$ cat src/rtl/memd_arbiter_pkg.sv
// Shared types and helpers for the data-memory arbiter: FSM state encoding,
// port indices, the two-requester picker and the read-return tag.
package memd_arbiter_pkg;

  typedef enum logic [1:0] {
    ST_IDLE = 2'd0,
    ST_OWN0 = 2'd1,
    ST_OWN1 = 2'd2
  } state_e;

  localparam logic PORT0 = 1'b0;
  localparam logic PORT1 = 1'b1;

  typedef struct packed {
    logic valid;
    logic port;
  } pick_t;

  typedef struct packed {
    logic valid;
    logic tag;
  } rd_tag_t;

  // On a tie, round-robin hands the grant to the port that did not issue last;
  // fixed priority always favours port 0.
  function automatic pick_t pick_port(input logic req0, input logic req1,
                                      input logic fair, input logic last);
    pick_t p;
    p.valid = req0 | req1;
    if (req0 && req1) begin
      p.port = (fair && (last == PORT0)) ? PORT1 : PORT0;
    end else begin
      p.port = req1 ? PORT1 : PORT0;
    end
    return p;
  endfunction

  function automatic state_e own_state(input logic port);
    return port ? ST_OWN1 : ST_OWN0;
  endfunction

endpackage

$ cat src/rtl/memd_arbiter_lock_cnt.sv
// Lock-duration counter: counts consecutive owned cycles under lock and is
// cleared whenever ownership is re-arbitrated.
module memd_arbiter_lock_cnt #(
  parameter int DATA_SIZE = 4
) (
  input  logic                 clk,
  input  logic                 rst,
  input  logic                 clr,
  input  logic                 inc,
  output logic [DATA_SIZE-1:0] q
);

  always_ff @(posedge clk) begin
    if (!rst || clr) begin
      q <= '0;
    end else if (inc) begin
      q <= q + DATA_SIZE'(1);
    end
  end

endmodule

$ cat src/rtl/memd_arbiter.sv
// Two-port arbiter for the single-port data memory: CPU controller on port 0,
// debug/host loader on port 1. One beat per cycle, optional bounded lock.
module memd_arbiter
  import memd_arbiter_pkg::*;
#(
  parameter int AWIDTH   = 7,
  parameter int DWIDTH   = 16,
  parameter int FAIR     = 1,
  parameter int MAX_LOCK = 8
) (
  input  logic              clk,
  input  logic              rst,
  input  logic              req0,
  input  logic              req1,
  input  logic              we0,
  input  logic              we1,
  input  logic              lock0,
  input  logic              lock1,
  input  logic [AWIDTH-1:0] addr0,
  input  logic [AWIDTH-1:0] addr1,
  input  logic [DWIDTH-1:0] wdata0,
  input  logic [DWIDTH-1:0] wdata1,
  output logic              gnt0,
  output logic              gnt1,
  output logic              rvalid0,
  output logic              rvalid1,
  output logic [DWIDTH-1:0] rdata0,
  output logic [DWIDTH-1:0] rdata1,
  output logic              mem_wr,
  output logic              mem_rd,
  output logic [AWIDTH-1:0] mem_addr,
  output logic [DWIDTH-1:0] mem_data_in,
  input  logic [DWIDTH-1:0] mem_data_out
);

  localparam int             CW        = $clog2(MAX_LOCK) + 1;
  localparam logic [CW-1:0]  LOCK_LAST = CW'(MAX_LOCK - 1);

  state_e            state_q, state_d;
  logic              last_q, last_eff;
  logic [CW-1:0]     lock_cnt;
  logic              cnt_inc, cnt_clr;
  rd_tag_t           rd_q, rd_d;
  logic [DWIDTH-1:0] rdata0_q, rdata1_q;
  pick_t             pick;

  logic              own_valid, owner, beat;
  logic              req_sel, we_sel, lock_sel, req_oth;
  logic [AWIDTH-1:0] addr_sel;
  logic [DWIDTH-1:0] wdata_sel;

  assign gnt0 = (state_q == ST_OWN0);
  assign gnt1 = (state_q == ST_OWN1);

  // Owner-side view of the request bundle.
  always_comb begin
    own_valid = (state_q != ST_IDLE);
    owner     = (state_q == ST_OWN1);
    req_sel   = owner ? req1   : req0;
    we_sel    = owner ? we1    : we0;
    lock_sel  = owner ? lock1  : lock0;
    addr_sel  = owner ? addr1  : addr0;
    wdata_sel = owner ? wdata1 : wdata0;
    req_oth   = owner ? req0   : req1;
  end

  assign beat        = own_valid & req_sel;
  assign mem_wr      = beat & we_sel;
  assign mem_rd      = beat & ~we_sel;
  assign mem_addr    = own_valid ? addr_sel  : '0;
  assign mem_data_in = own_valid ? wdata_sel : '0;

  // Re-arbitration in a beat cycle must already see this beat's port as last,
  // otherwise back-to-back round-robin would favour the same port twice.
  assign last_eff = beat ? owner : last_q;
  assign pick     = pick_port(req0, req1, FAIR != 0, last_eff);

  always_comb begin
    // NOTE: every signal gets a default before any branch so no latch is inferred.
    state_d = ST_IDLE;
    cnt_inc = 1'b0;
    cnt_clr = 1'b1;
    if (!own_valid) begin
      if (pick.valid) state_d = own_state(pick.port);
    end else if (lock_sel && req_sel && (lock_cnt < LOCK_LAST)) begin
      state_d = state_q;
      cnt_inc = 1'b1;
      cnt_clr = 1'b0;
    end else if (lock_sel && req_sel && req_oth) begin
      // Lock budget spent while the other port waits: hand over regardless of FAIR.
      state_d = own_state(~owner);
    end else if (pick.valid) begin
      state_d = own_state(pick.port);
    end
  end

  memd_arbiter_lock_cnt #(
    .DATA_SIZE(CW)
  ) u_lock_cnt (
    .clk (clk),
    .rst (rst),
    .clr (cnt_clr),
    .inc (cnt_inc),
    .q   (lock_cnt)
  );

  assign rd_d = '{valid: mem_rd, tag: owner};

  assign rvalid0 = rd_q.valid & (rd_q.tag == PORT0);
  assign rvalid1 = rd_q.valid & (rd_q.tag == PORT1);
  assign rdata0  = rvalid0 ? mem_data_out : rdata0_q;
  assign rdata1  = rvalid1 ? mem_data_out : rdata1_q;

  always_ff @(posedge clk) begin
    if (!rst) begin
      state_q  <= ST_IDLE;
      last_q   <= PORT1;
      rd_q     <= '0;
      // NOTE: the read-data holding registers are reset too, so rdata reads 0 after reset.
      rdata0_q <= '0;
      rdata1_q <= '0;
    end else begin
      // NOTE: non-blocking updates so every flop samples pre-edge values.
      state_q <= state_d;
      last_q  <= last_eff;
      rd_q    <= rd_d;
      if (rvalid0) rdata0_q <= mem_data_out;
      if (rvalid1) rdata1_q <= mem_data_out;
    end
  end

endmodule

$ cat config.mk
export PLATFORM = sky130hd
export DESIGN_NAME = memd_arbiter
export DESIGN_NICKNAME = d
export VERILOG_FILES = /design/src/rtl/memd_arbiter_pkg.sv /design/src/rtl/memd_arbiter_lock_cnt.sv /design/src/rtl/memd_arbiter.sv
export SDC_FILE = /design/constraint.sdc
export NUM_CORES = 1
export LEC_CHECK = 0
export BUFFER_PORTS_ARGS = -buffer_cell sky130_fd_sc_hd__buf_2
export CAP_MARGIN = 20
export CORE_ASPECT_RATIO = 2
export CORE_MARGIN = 2
export CORE_UTILIZATION = 40
export CTS_BUF_LIST = sky130_fd_sc_hd__clkbuf_8
export CTS_CLUSTER_DIAMETER = 30
export DETAILED_ROUTE_END_ITERATION = 8
export HOLD_SLACK_MARGIN = 0.03
export PLACE_DENSITY = 0.78
export SYNTH_ARGS = -nofsm -noshare
export SYNTH_HDL_FRONTEND = slang
export SYNTH_HIERARCHICAL = 1
export SYNTH_SLANG_ARGS = --single-unit
$ cat constraint.sdc
create_clock -name clk -period 2.9 [get_ports clk]
set_clock_uncertainty 0.05 [all_clocks]
set_input_delay 0.435 -clock clk [delete_from_list [all_inputs] [get_ports clk]]
set_output_delay 0.435 -clock clk [all_outputs]
set_load 0.02 [all_outputs]
==> reports/metrics.yaml <==
setup_viol: 0
grt_pass1_wl_mm: 7.238
dieArea_sq_um: 5432
drc: 0
maxSlewViolCount: 0
dp_cells: 358
path_depth: 3
outcome: "finished, final reports clean"
grt_pass1_vias: 1814
fill_cells: 427
cts_buffer_depth: 2
postRouteAntennaNets: 0
reg2reg_from: "state_q[0]"
p_per_area_nw_per_um2: 460.0
fin_nets: 381
syn_area_sq_um: 1931
ctsHoldBuffers: 0
viasPerCell: 5.030
rsz0062_at_grt: "false"
maxCapViolations: 0
hold_violations: 0
end_kind: "output port"
synthSimpleGateAreaFrac_pct: 17.43
reg2reg_setup_slack_ns: 0.69
vias: 1841
gr-total-overflow: 0
grtUsageTotal_pct: 17.77
path_clk_slew_ns: 0.08
placed_area_sq_um: 2619
cts_buffers: 5
clk_latency_ns: 0.28
firstDrtPassIters: 3
yosys.area_share.adder_pct: 0.6481
fmax_mhz: 448.2
startpoint: "rd_q[0]"
regToRegEndpoint: "u_lock_cnt/q[3]"
ff2ff_path_depth: 6
clock-sinks: 41
gp_congestion: 0.7631
path_buf_inv: 1
hold_class: "in2reg"
port_buffers: 130
fin_crit_sh_pct: 76.93
cts_max_level: 2
io_pins: 131
post_cts.repair.setup_buffers: 0
synth_top_family_by_area: "multiplexers"
synth-xor-area-share_pct: 0.4537
drt_first_iter_violations: 27
maxSlewHeadroom_pct: 49.98
synth.mux.area_fraction_pct: 21.78
synth_nets: 254
synth_compound_area_share_pct: 13.67
ys_warn_count: 6
wl_mm: 4.770
final_cell_area_sq_um: 2735
avgSynthCellArea_sq_um: 10.55
synth_flop_cell: "dfxtp_1"
crit_chain: "nand2_1 > mux2_2 > buf_2"
antenna_found_initial: 1
yosysSeqAreaShare_pct: 42.51
dp_hpwl_mm: 3.822
instances_no_fill: 366
layout-drive-gt1-share_pct: 56.27
grt_max_degree: 43
die_y_microns: 102.3
crit_path_end: "rdata1[7]"
cp.arrival_ns: 1.75
worstPathRequired_ns: 2.41
p_leak_nw: 1.475
critPathLaunchType: "register"
core_area_sq_um: 4642
cts_tree: "yes"
cp_max_fo: 17
yosysUniqueCellTypes: 29
cts_resized: 0
ys_async_sr_fraction_pct: 0
num_antenna_cells: 0
area_delta_synth_final_pct: 41.67
start_util_pct: 41.59
crit_type: "reg2out"
fp-row-count: 35
min_period_ns: 2.231
synthCells: 183
cp_slowest_cell: "nand2_1"
critical-path-max-stage-delay_ns: 0.55
synth_edf_count: 0
die_x_microns: 53.13
post_drt_wl_per_cell_microns: 13.03
irDropWorstVdd_v: 0.0003501
root_buffer: "clkbuf_8"
crit_family: "simple AND/OR/NAND/NOR gates"
worstMarginPinSlew_ns: 0.7485
ys_ff_latch: 41
setup_tns_ns: 0
[state kept, by name, summed over array words and instances, names as in the netlist]
signal	count
rdata0_q	16
rdata1_q	16
u_lock_cnt/q	4
rd_q	2
state_q	2
last_q	1
[synthesized netlist by cell type, drive strengths merged (3+ instances only)]
cell	n	share of area, %
a22o	23	10
nor2	4	0.78
nand2	5	0.97
dfxtp	41	43
inv	3	0.58
and2	34	11
mux2i	6	3.1
clkbuf	9	1.7
buf	4	1.2
mux2	32	19
[final cells by class]
| cell class | count | area, sq um | area share, % |
|---|---|---|---|
| multi-input cells | 126 | 1045 | 38.20 |
| flip-flops and latches | 41 | 820.8 | 30.01 |
| repair buffers | 133 | 673.1 | 24.61 |
| clock buffers | 6 | 82.58 | 3.019 |
| well taps | 55 | 68.82 | 2.516 |
| clock inverters | 2 | 33.78 | 1.235 |
| inverters | 3 | 11.26 | 0.4117 |
[metrics by stage]
stage               total power (W)  hold slack (ns)  util [%]  setup slack [ns]
floorplan                 0.0007209           0.4363         -            0.9204
global placement          0.0008155           0.4833     56.42            0.7938
detailed placement        0.0008184           0.4871     56.42            0.7030
CTS                        0.001278           0.3814     58.92            0.5985
global route               0.001322           0.3883     58.92            0.5480
finish                     0.001258           0.3852     58.92            0.6689
[worst reg2reg max path, cell delays in order, from the launching register on]
cell,delay (ns)
dfxtp_1,0.52
and2b_1,0.25
mux2i_1,0.15
nor4_4,0.55
inv_1,0.13
or3b_1,0.36
mux2i_1,0.12
[cell families (layout without fill, tap and decap cells)]
| kind of cell | count (synthesis) | count (layout) |
|---|---|---|
| and+or+nand+nor | 54 | 54 |
| DFF | 41 | 41 |
| muxes | 38 | 38 |
| AOI/OAI and AO/OA | 32 | 32 |
| buffers and inverters | 16 | 144 |
| adders and majority gates | 1 | 1 |
| xor gates and xnor gates | 1 | 1 |
[metal layers]
layer,global-route usage [%],up-vias,wire (microns)
li1,-,897,-
met5,0,-,11
met2,35.29,102,2582
met4,7.692,2,72
met3,3.655,6,409
met1,16.17,834,1694
[layout by cell type, fill, tap and decap left out, types with 2 or more instances in the layout]
master	n
a21oi_1	2
a22o_1	23
and2_1	34
buf_2	130
buf_4	3
clkbuf_8	6
dfxtp_1	41
inv_1	4
mux2_2	32
mux2i_1	6
nand2_1	5
nand3b_1	2
nor2_1	4
o21ai_0	2
[power breakdown]
part | internal [W] | switching [W]
logic | 0.000102 | 0.000123
registers | 0.000572 | 0.00000678
clock network | 0.000277 | 0.000178
[worst min path at each step]
stage	startpoint	to	slack [ns]	depth (start not counted)
3_5_place_dp	u_lock_cnt/q[1]	u_lock_cnt/q[1]	0.49	2
4_1_cts	req0	state_q[0]	0.38	3
5_1_grt	req0	state_q[0]	0.39	3
3_3_place_gp	u_lock_cnt/q[1]	u_lock_cnt/q[1]	0.48	2
6_report	req0	state_q[0]	0.39	3
2_1_floorplan	state_q[1]	state_q[1]	0.44	2
Power figures use the tool's default switching activity.
